===== config.mk =====
export PLATFORM = sky130hd
export DESIGN_NAME = seq_det_arbiter_flat
export DESIGN_NICKNAME = d
export VERILOG_FILES = /design/src/rtl/seq_det_arbiter_if.sv /design/src/rtl/seq_det_arbiter.sv /design/src/flat_wrapper.sv
export SDC_FILE = /design/constraint.sdc
export NUM_CORES = 1
export LEC_CHECK = 0
export ABC_AREA = 1
export CAP_MARGIN = 10
export CORE_UTILIZATION = 50
export DETAILED_ROUTE_END_ITERATION = 16
export PLACE_DENSITY_LB_ADDON = 0.25
export SLEW_MARGIN = 20
export SYNTH_ARGS = -nofsm -noshare
export SYNTH_HDL_FRONTEND = slang
export SYNTH_SLANG_ARGS = --single-unit

===== constraint.sdc =====
create_clock -name clk -period 2.55 [get_ports clk]
set_clock_uncertainty 0.2 [all_clocks]
set_input_delay 0.51 -clock clk [delete_from_list [all_inputs] [get_ports clk]]
set_output_delay 0.51 -clock clk [all_outputs]
set_load 0.05 [all_outputs]

===== src/rtl/seq_det_arbiter_if.sv =====
// Bundle between the two serial requesters, the shared 11011 detector and the arbiter.
// The irq_clr/irq pair exists only when SEQ_DET_IRQ_EN is defined.
interface seq_det_arbiter_if #(
  parameter int unsigned CNT_W = 8
);
  logic             req0;
  logic             bit0;
  logic             req1;
  logic             bit1;
  logic             gnt0;
  logic             gnt1;
  logic             det_in;
  logic             det_rst;
  logic             det_out;
  logic             match0;
  logic             match1;
  logic [CNT_W-1:0] cnt0;
  logic [CNT_W-1:0] cnt1;
  logic             busy;
  logic             frame_done;
`ifdef SEQ_DET_IRQ_EN
  logic             irq_clr;
  logic             irq;

  modport slave (
    input  req0, bit0, req1, bit1, det_out, irq_clr,
    output gnt0, gnt1, det_in, det_rst, match0, match1, cnt0, cnt1, busy, frame_done, irq
  );
  modport master (
    output req0, bit0, req1, bit1, det_out, irq_clr,
    input  gnt0, gnt1, det_in, det_rst, match0, match1, cnt0, cnt1, busy, frame_done, irq
  );
`else
  modport slave (
    input  req0, bit0, req1, bit1, det_out,
    output gnt0, gnt1, det_in, det_rst, match0, match1, cnt0, cnt1, busy, frame_done
  );
  modport master (
    output req0, bit0, req1, bit1, det_out,
    input  gnt0, gnt1, det_in, det_rst, match0, match1, cnt0, cnt1, busy, frame_done
  );
`endif
endinterface


===== src/rtl/seq_det_arbiter.sv =====
// Round-robin frame arbiter sharing one Moore "11011" detector between two serial channels,
// with per-channel saturating hit counters. Optional sticky irq under SEQ_DET_IRQ_EN.
module seq_det_arbiter #(
  parameter int unsigned FRAME_LEN = 16,
  parameter int unsigned CNT_W     = 8
) (
  input logic              clk,
  input logic              rst_n,
  seq_det_arbiter_if.slave bus
);

  typedef enum logic [1:0] {
    IDLE   = 2'd0,
    CLR    = 2'd1,
    STREAM = 2'd2,
    DRAIN  = 2'd3
  } state_e;

  localparam logic [7:0]       LAST_BIT = 8'(FRAME_LEN - 1);
  localparam logic [CNT_W-1:0] CNT_MAX  = '1;
  localparam logic [CNT_W-1:0] CNT_ONE  = CNT_W'(1);

  state_e           state_q, state_d;
  logic             sel_q, sel_d;
  logic             last_q, last_d;
  logic [7:0]       bit_cnt_q, bit_cnt_d;
  logic             match0_q, match0_d;
  logic             match1_q, match1_d;
  logic [CNT_W-1:0] cnt0_q, cnt0_d;
  logic [CNT_W-1:0] cnt1_q, cnt1_d;
  logic             streaming;
  logic             hit;

  assign streaming = (state_q == STREAM);

  always_comb begin
    // NOTE: every _d is given its hold value first so no branch can leave it unassigned (no latch).
    state_d   = state_q;
    sel_d     = sel_q;
    last_d    = last_q;
    bit_cnt_d = bit_cnt_q;

    unique case (state_q)
      IDLE: begin
        if (bus.req0 || bus.req1) begin
          state_d = CLR;
          sel_d   = (bus.req0 && bus.req1) ? ~last_q : bus.req1;
        end
      end
      CLR: begin
        state_d   = STREAM;
        bit_cnt_d = '0;
      end
      STREAM: begin
        if (bit_cnt_q == LAST_BIT) state_d = DRAIN;
        else                       bit_cnt_d = bit_cnt_q + 8'd1;
      end
      DRAIN: begin
        state_d = IDLE;
        last_d  = sel_q;
      end
      default: state_d = IDLE;
    endcase

    // The first STREAM cycle still shows the cleared detector, so its output is skipped.
    hit      = bus.det_out & ((streaming && (bit_cnt_q != 8'd0)) || (state_q == DRAIN));
    match0_d = hit & ~sel_q;
    match1_d = hit & sel_q;

    cnt0_d = cnt0_q;
    cnt1_d = cnt1_q;
    if (match0_d && (cnt0_q != CNT_MAX)) cnt0_d = cnt0_q + CNT_ONE;
    if (match1_d && (cnt1_q != CNT_MAX)) cnt1_d = cnt1_q + CNT_ONE;
  end

  always_ff @(posedge clk or negedge rst_n) begin
    // NOTE: state registers use non-blocking assignments so every flop samples pre-edge values.
    if (!rst_n) begin
      state_q   <= IDLE;
      sel_q     <= 1'b0;
      last_q    <= 1'b1;
      bit_cnt_q <= '0;
      match0_q  <= 1'b0;
      match1_q  <= 1'b0;
      cnt0_q    <= '0;
      cnt1_q    <= '0;
    end else begin
      state_q   <= state_d;
      sel_q     <= sel_d;
      last_q    <= last_d;
      bit_cnt_q <= bit_cnt_d;
      match0_q  <= match0_d;
      match1_q  <= match1_d;
      cnt0_q    <= cnt0_d;
      cnt1_q    <= cnt1_d;
    end
  end

  // Grants and detector controls decode from state only; det_in masks a dropped request.
  assign bus.gnt0       = streaming & ~sel_q;
  assign bus.gnt1       = streaming & sel_q;
  assign bus.det_rst    = (state_q == IDLE) || (state_q == CLR);
  assign bus.det_in     = streaming & (sel_q ? (bus.bit1 & bus.req1) : (bus.bit0 & bus.req0));
  assign bus.busy       = (state_q != IDLE);
  assign bus.frame_done = (state_q == DRAIN);
  assign bus.match0     = match0_q;
  assign bus.match1     = match1_q;
  assign bus.cnt0       = cnt0_q;
  assign bus.cnt1       = cnt1_q;

`ifdef SEQ_DET_IRQ_EN
  logic irq_q, irq_d;

  always_comb begin
    irq_d = irq_q;
    if (match0_q || match1_q) irq_d = 1'b1;
    else if (bus.irq_clr)     irq_d = 1'b0;
  end

  always_ff @(posedge clk or negedge rst_n) begin
    if (!rst_n) irq_q <= 1'b0;
    else        irq_q <= irq_d;
  end

  assign bus.irq = irq_q;
`endif

endmodule


===== src/flat_wrapper.sv =====
// flat-port wrapper written by rule: the top's interface ports become plain ports
module seq_det_arbiter_flat 
#(
  parameter int unsigned FRAME_LEN = 16,
  parameter int unsigned CNT_W     = 8
)
  (clk, rst_n, bus_req0, bus_bit0, bus_req1, bus_bit1, bus_det_out, bus_gnt0, bus_gnt1, bus_det_in, bus_det_rst, bus_match0, bus_match1, bus_cnt0, bus_cnt1, bus_busy, bus_frame_done);
  seq_det_arbiter_if #(.CNT_W(CNT_W)) bus_i ();
  input logic clk;
  input logic rst_n;
  input wire logic [$bits(bus_i.req0)-1:0] bus_req0;
  input wire logic [$bits(bus_i.bit0)-1:0] bus_bit0;
  input wire logic [$bits(bus_i.req1)-1:0] bus_req1;
  input wire logic [$bits(bus_i.bit1)-1:0] bus_bit1;
  input wire logic [$bits(bus_i.det_out)-1:0] bus_det_out;
  output wire logic [$bits(bus_i.gnt0)-1:0] bus_gnt0;
  output wire logic [$bits(bus_i.gnt1)-1:0] bus_gnt1;
  output wire logic [$bits(bus_i.det_in)-1:0] bus_det_in;
  output wire logic [$bits(bus_i.det_rst)-1:0] bus_det_rst;
  output wire logic [$bits(bus_i.match0)-1:0] bus_match0;
  output wire logic [$bits(bus_i.match1)-1:0] bus_match1;
  output wire logic [$bits(bus_i.cnt0)-1:0] bus_cnt0;
  output wire logic [$bits(bus_i.cnt1)-1:0] bus_cnt1;
  output wire logic [$bits(bus_i.busy)-1:0] bus_busy;
  output wire logic [$bits(bus_i.frame_done)-1:0] bus_frame_done;
  assign bus_i.req0 = bus_req0;
  assign bus_i.bit0 = bus_bit0;
  assign bus_i.req1 = bus_req1;
  assign bus_i.bit1 = bus_bit1;
  assign bus_i.det_out = bus_det_out;
  assign bus_gnt0 = bus_i.gnt0;
  assign bus_gnt1 = bus_i.gnt1;
  assign bus_det_in = bus_i.det_in;
  assign bus_det_rst = bus_i.det_rst;
  assign bus_match0 = bus_i.match0;
  assign bus_match1 = bus_i.match1;
  assign bus_cnt0 = bus_i.cnt0;
  assign bus_cnt1 = bus_i.cnt1;
  assign bus_busy = bus_i.busy;
  assign bus_frame_done = bus_i.frame_done;
  seq_det_arbiter #(.FRAME_LEN(FRAME_LEN), .CNT_W(CNT_W)) u_core (.clk(clk), .rst_n(rst_n), .bus(bus_i));
endmodule

==> run_results.csv <==
group,metric,value,unit
cells_and_area,drive_gt1_frac,0.104,
setup_path,crit_arrival,1.77,ns
clock_network,cts_buffers,5,
setup_path,cp.required,1.84,ns
cells_and_area,areaGrowthSynthToFinish,26.6,%
synthesis,synth_edf_count,0,
synthesis,yosys_register_bits,30,
setup_path,crit_type,"reg -> out",
synthesis,synth_area_leaders,"dfrtp_1 (42%), nand2_1 (15%), nand4_1 (6.5%)",
floorplanning,row_count,20,
synthesis,ys_seq_area_frac,0.436,
floorplanning,core_area,3150,sq um
synthesis,yosys_warnings,0,
route,routed_via_density,5.25,
placement,placed_cells,287,
floorplanning,dieHeight,60.7,um
hold_path,min_path_cells,2,
synthesis,syn_area,1730,sq um
outcome,outcome,"complete, no violations",
clock_network,cts_root_buf,"clkbuf_4",
floorplanning,dieArea,3690,sq um
global_route,grtUsageTotal,0.225,
timing,min_period,2.48,ns
route,ant_nets,0,
floorplanning,fp.dieW,60.7,um
power,power_per_cell_area,1120,nW/um^2
setup_path,reg2reg_depth,7,
hold_path,hold_path.class,"reg -> reg",
timing,hold_viol,0,
placement,portBuffers,30,
power,p_leak,1.05,nW
timing,finalSetupTns,0,ns
synthesis,synthesis.nets,227,
clock_network,cts_tree,"yes",
setup_path,end_kind,"output port",
synthesis,yosysTopAreaCell,"dfrtp_1",
clock_network,clk_pin_slew_worst_paths,0.10,ns
hold_path,hold_start,"u_core.last_q",
cells_and_area,final_nets,265,
global_route,antenna_found_initial,0,
timing,max_clock_freq,0.403,GHz
synthesis,synth_cells,212,
floorplanning,start_util,0.547,
timing,post-route-period-util,0.972,
clock_network,clkLatencyLatePin,0.33,ns
timing,rsz0062_at_grt,"no",
global_route,overflow,0,
hold_path,min_to,"u_core.last_q",
synthesis,ys_types,29,
clock_network,clockBufferDepth,2,
cells_and_area,final_cell_count_no_fill,295,
global_route,grt_pass1_vias,1407,
setup_path,worstReg2RegEnd,"u_core.bus.cnt1[2]",
cells_and_area,final_area,2180,sq um
placement,dp_hpwl,2560,um
synthesis,synth.avg_cell_area,8.14,sq um
synthesis,synthFlopType,"dfrtp_1",
timing,tightest_slew,0.527,ns
setup_path,reg2reg_slack,0.69,ns
route,first_pass_iters,5,
cells_and_area,fillCellCount,266,
timing,setup_violations,0,
route,drt-total-wl,3620,um
clock_network,htree_levels,2,
power,total_power,2.44,mW
cells_and_area,antenna_cells,0,
power,ir_drop,0.000648,V
route,wl_per_cell,12.3,um
flow_run,drv_cap,0,
timing,relSlewSlack,0.647,
global_route,grt_max_degree,31,
placement,placed_cell_area,2110,sq um
setup_path,r2r_start,"u_core.bus.cnt1[0]",
clock_network,cts_sinks,30,
setup_path,worst_setup_path_start_kind,"flip-flop",
placement,globalplace.congestion,0.832,
route,drt_iter0_markers,116,
floorplanning,io-pin-count,31,
synthesis,async_flop_share,1.00,
global_route,grt_pass1_wl,6050,um
route,drc,0,
cells_and_area,final_util,0.693,
setup_path,cp_max_fo,3,
timing,drv_slew,0,
synthesis,synth_top_area_share,0.421,
route,vias,1549,
cells in the final DEF (no fill, tap or decap), types with 2 or more instances in the layout:
cell type        instances
a21oi_1                  3
buf_12                   3
buf_4                    6
clkbuf_4                 5
clkdlybuf4s50_1         25
dfrtp_1                 29
ha_1                     7
inv_1                   19
nand2_1                 67
nand3_1                 10
nand4_1                 18
nor2_1                  20
o21ai_0                  7
xnor2_1                  2
xor2_1                   9
cells in the mapped netlist, types with 2 or more instances:
cell and instances:
dfrtp_1 29, xor2_1 9, inv_1 19, nand3_1 10, ha_1 8, a21oi_1 3, nor2_1 21, nand4_1 18
o21ai_0 7, xnor2_1 2, buf_6 2, nand2_1 67
worst max-delay path by stage:
stage	from	to	slack (ns)	depth (start not counted)
after global placement	u_core.state_q[0]	bus_det_in	0.39	7
after global routing	u_core.state_q[1]	bus_frame_done	0.02	2
after floorplan	u_core.state_q[0]	bus_det_in	0.006	6
after CTS	u_core.state_q[0]	bus_det_in	0.05	7
final	u_core.state_q[1]	bus_frame_done	0.07	2
after detailed placement	u_core.state_q[0]	bus_det_in	0.34	7
worst max-delay path, stage by stage, from the launching register on:
cell and delay, ns:
dfrtp_1 0.42, ha_1 0.19, clkdlybuf4s50_1 0.83
stage by stage:
step                hold slack, ns  worst slack [ns]
floorplan                   0.0144           0.00613
global placement             0.288             0.389
detailed placement           0.303             0.339
CTS                          0.309            0.0527
global route                 0.318            0.0193
finish                       0.305            0.0707
registers in the layout, summed over array words and instances (netlist names):
name               flops
u_core.state_q         2
u_core.sel_q           1
u_core.last_q          1
u_core.bus.cnt1        8
u_core.bus.cnt0        8
u_core.bus.match1      1
u_core.bit_cnt_q       8
u_core.bus.match0      1
per-layer routing:
metal  share of wire  track usage
met4           0.017        0.101
met2            0.46        0.367
met1            0.46        0.282
met5               0            0
met3           0.060       0.0554
report_power, final:
| group | internal (mW) | switching, mW | leakage [nW] |
|---|---|---|---|
| registers | 0.606 | 0.128 | 0.395 |
| clock network | 0.133 | 0.165 | 0.0353 |
| logic | 0.472 | 0.931 | 0.621 |
layout make-up:
| cell class | instances | area [sq um] | area share |
|---|---|---|---|
| repair buffers | 34 | 355 | 0.163 |
| well taps | 44 | 55.1 | 0.0252 |
| inverters | 20 | 75.1 | 0.0344 |
| clock inverters | 1 | 5.00 | 0.00229 |
| clock buffers | 7 | 55.1 | 0.0252 |
| flip-flops and latches | 30 | 752 | 0.344 |
| multi-input cells | 159 | 887 | 0.406 |
cell families after synthesis:
group / after synthesis / synth area share
AND/OR/NAND/NOR: 122 / 0.322
flip-flops: 30 / 0.436
buffers and inverters: 23 / 0.0587
AO/OA/AOI/OAI: 18 / 0.0696
XOR/XNOR: 11 / 0.0558
adder cells (fa/ha/maj): 8 / 0.0580
repair_timing:
action / 4_1_cts / 5_1_grt
hold buffers: 0 / 0
setup buffers: 0 / 0
gates cloned: 0 / 0
setup endpoints to repair: 1 / 1
resized for setup: 1 / 1
Power figures use the tool's default switching activity.
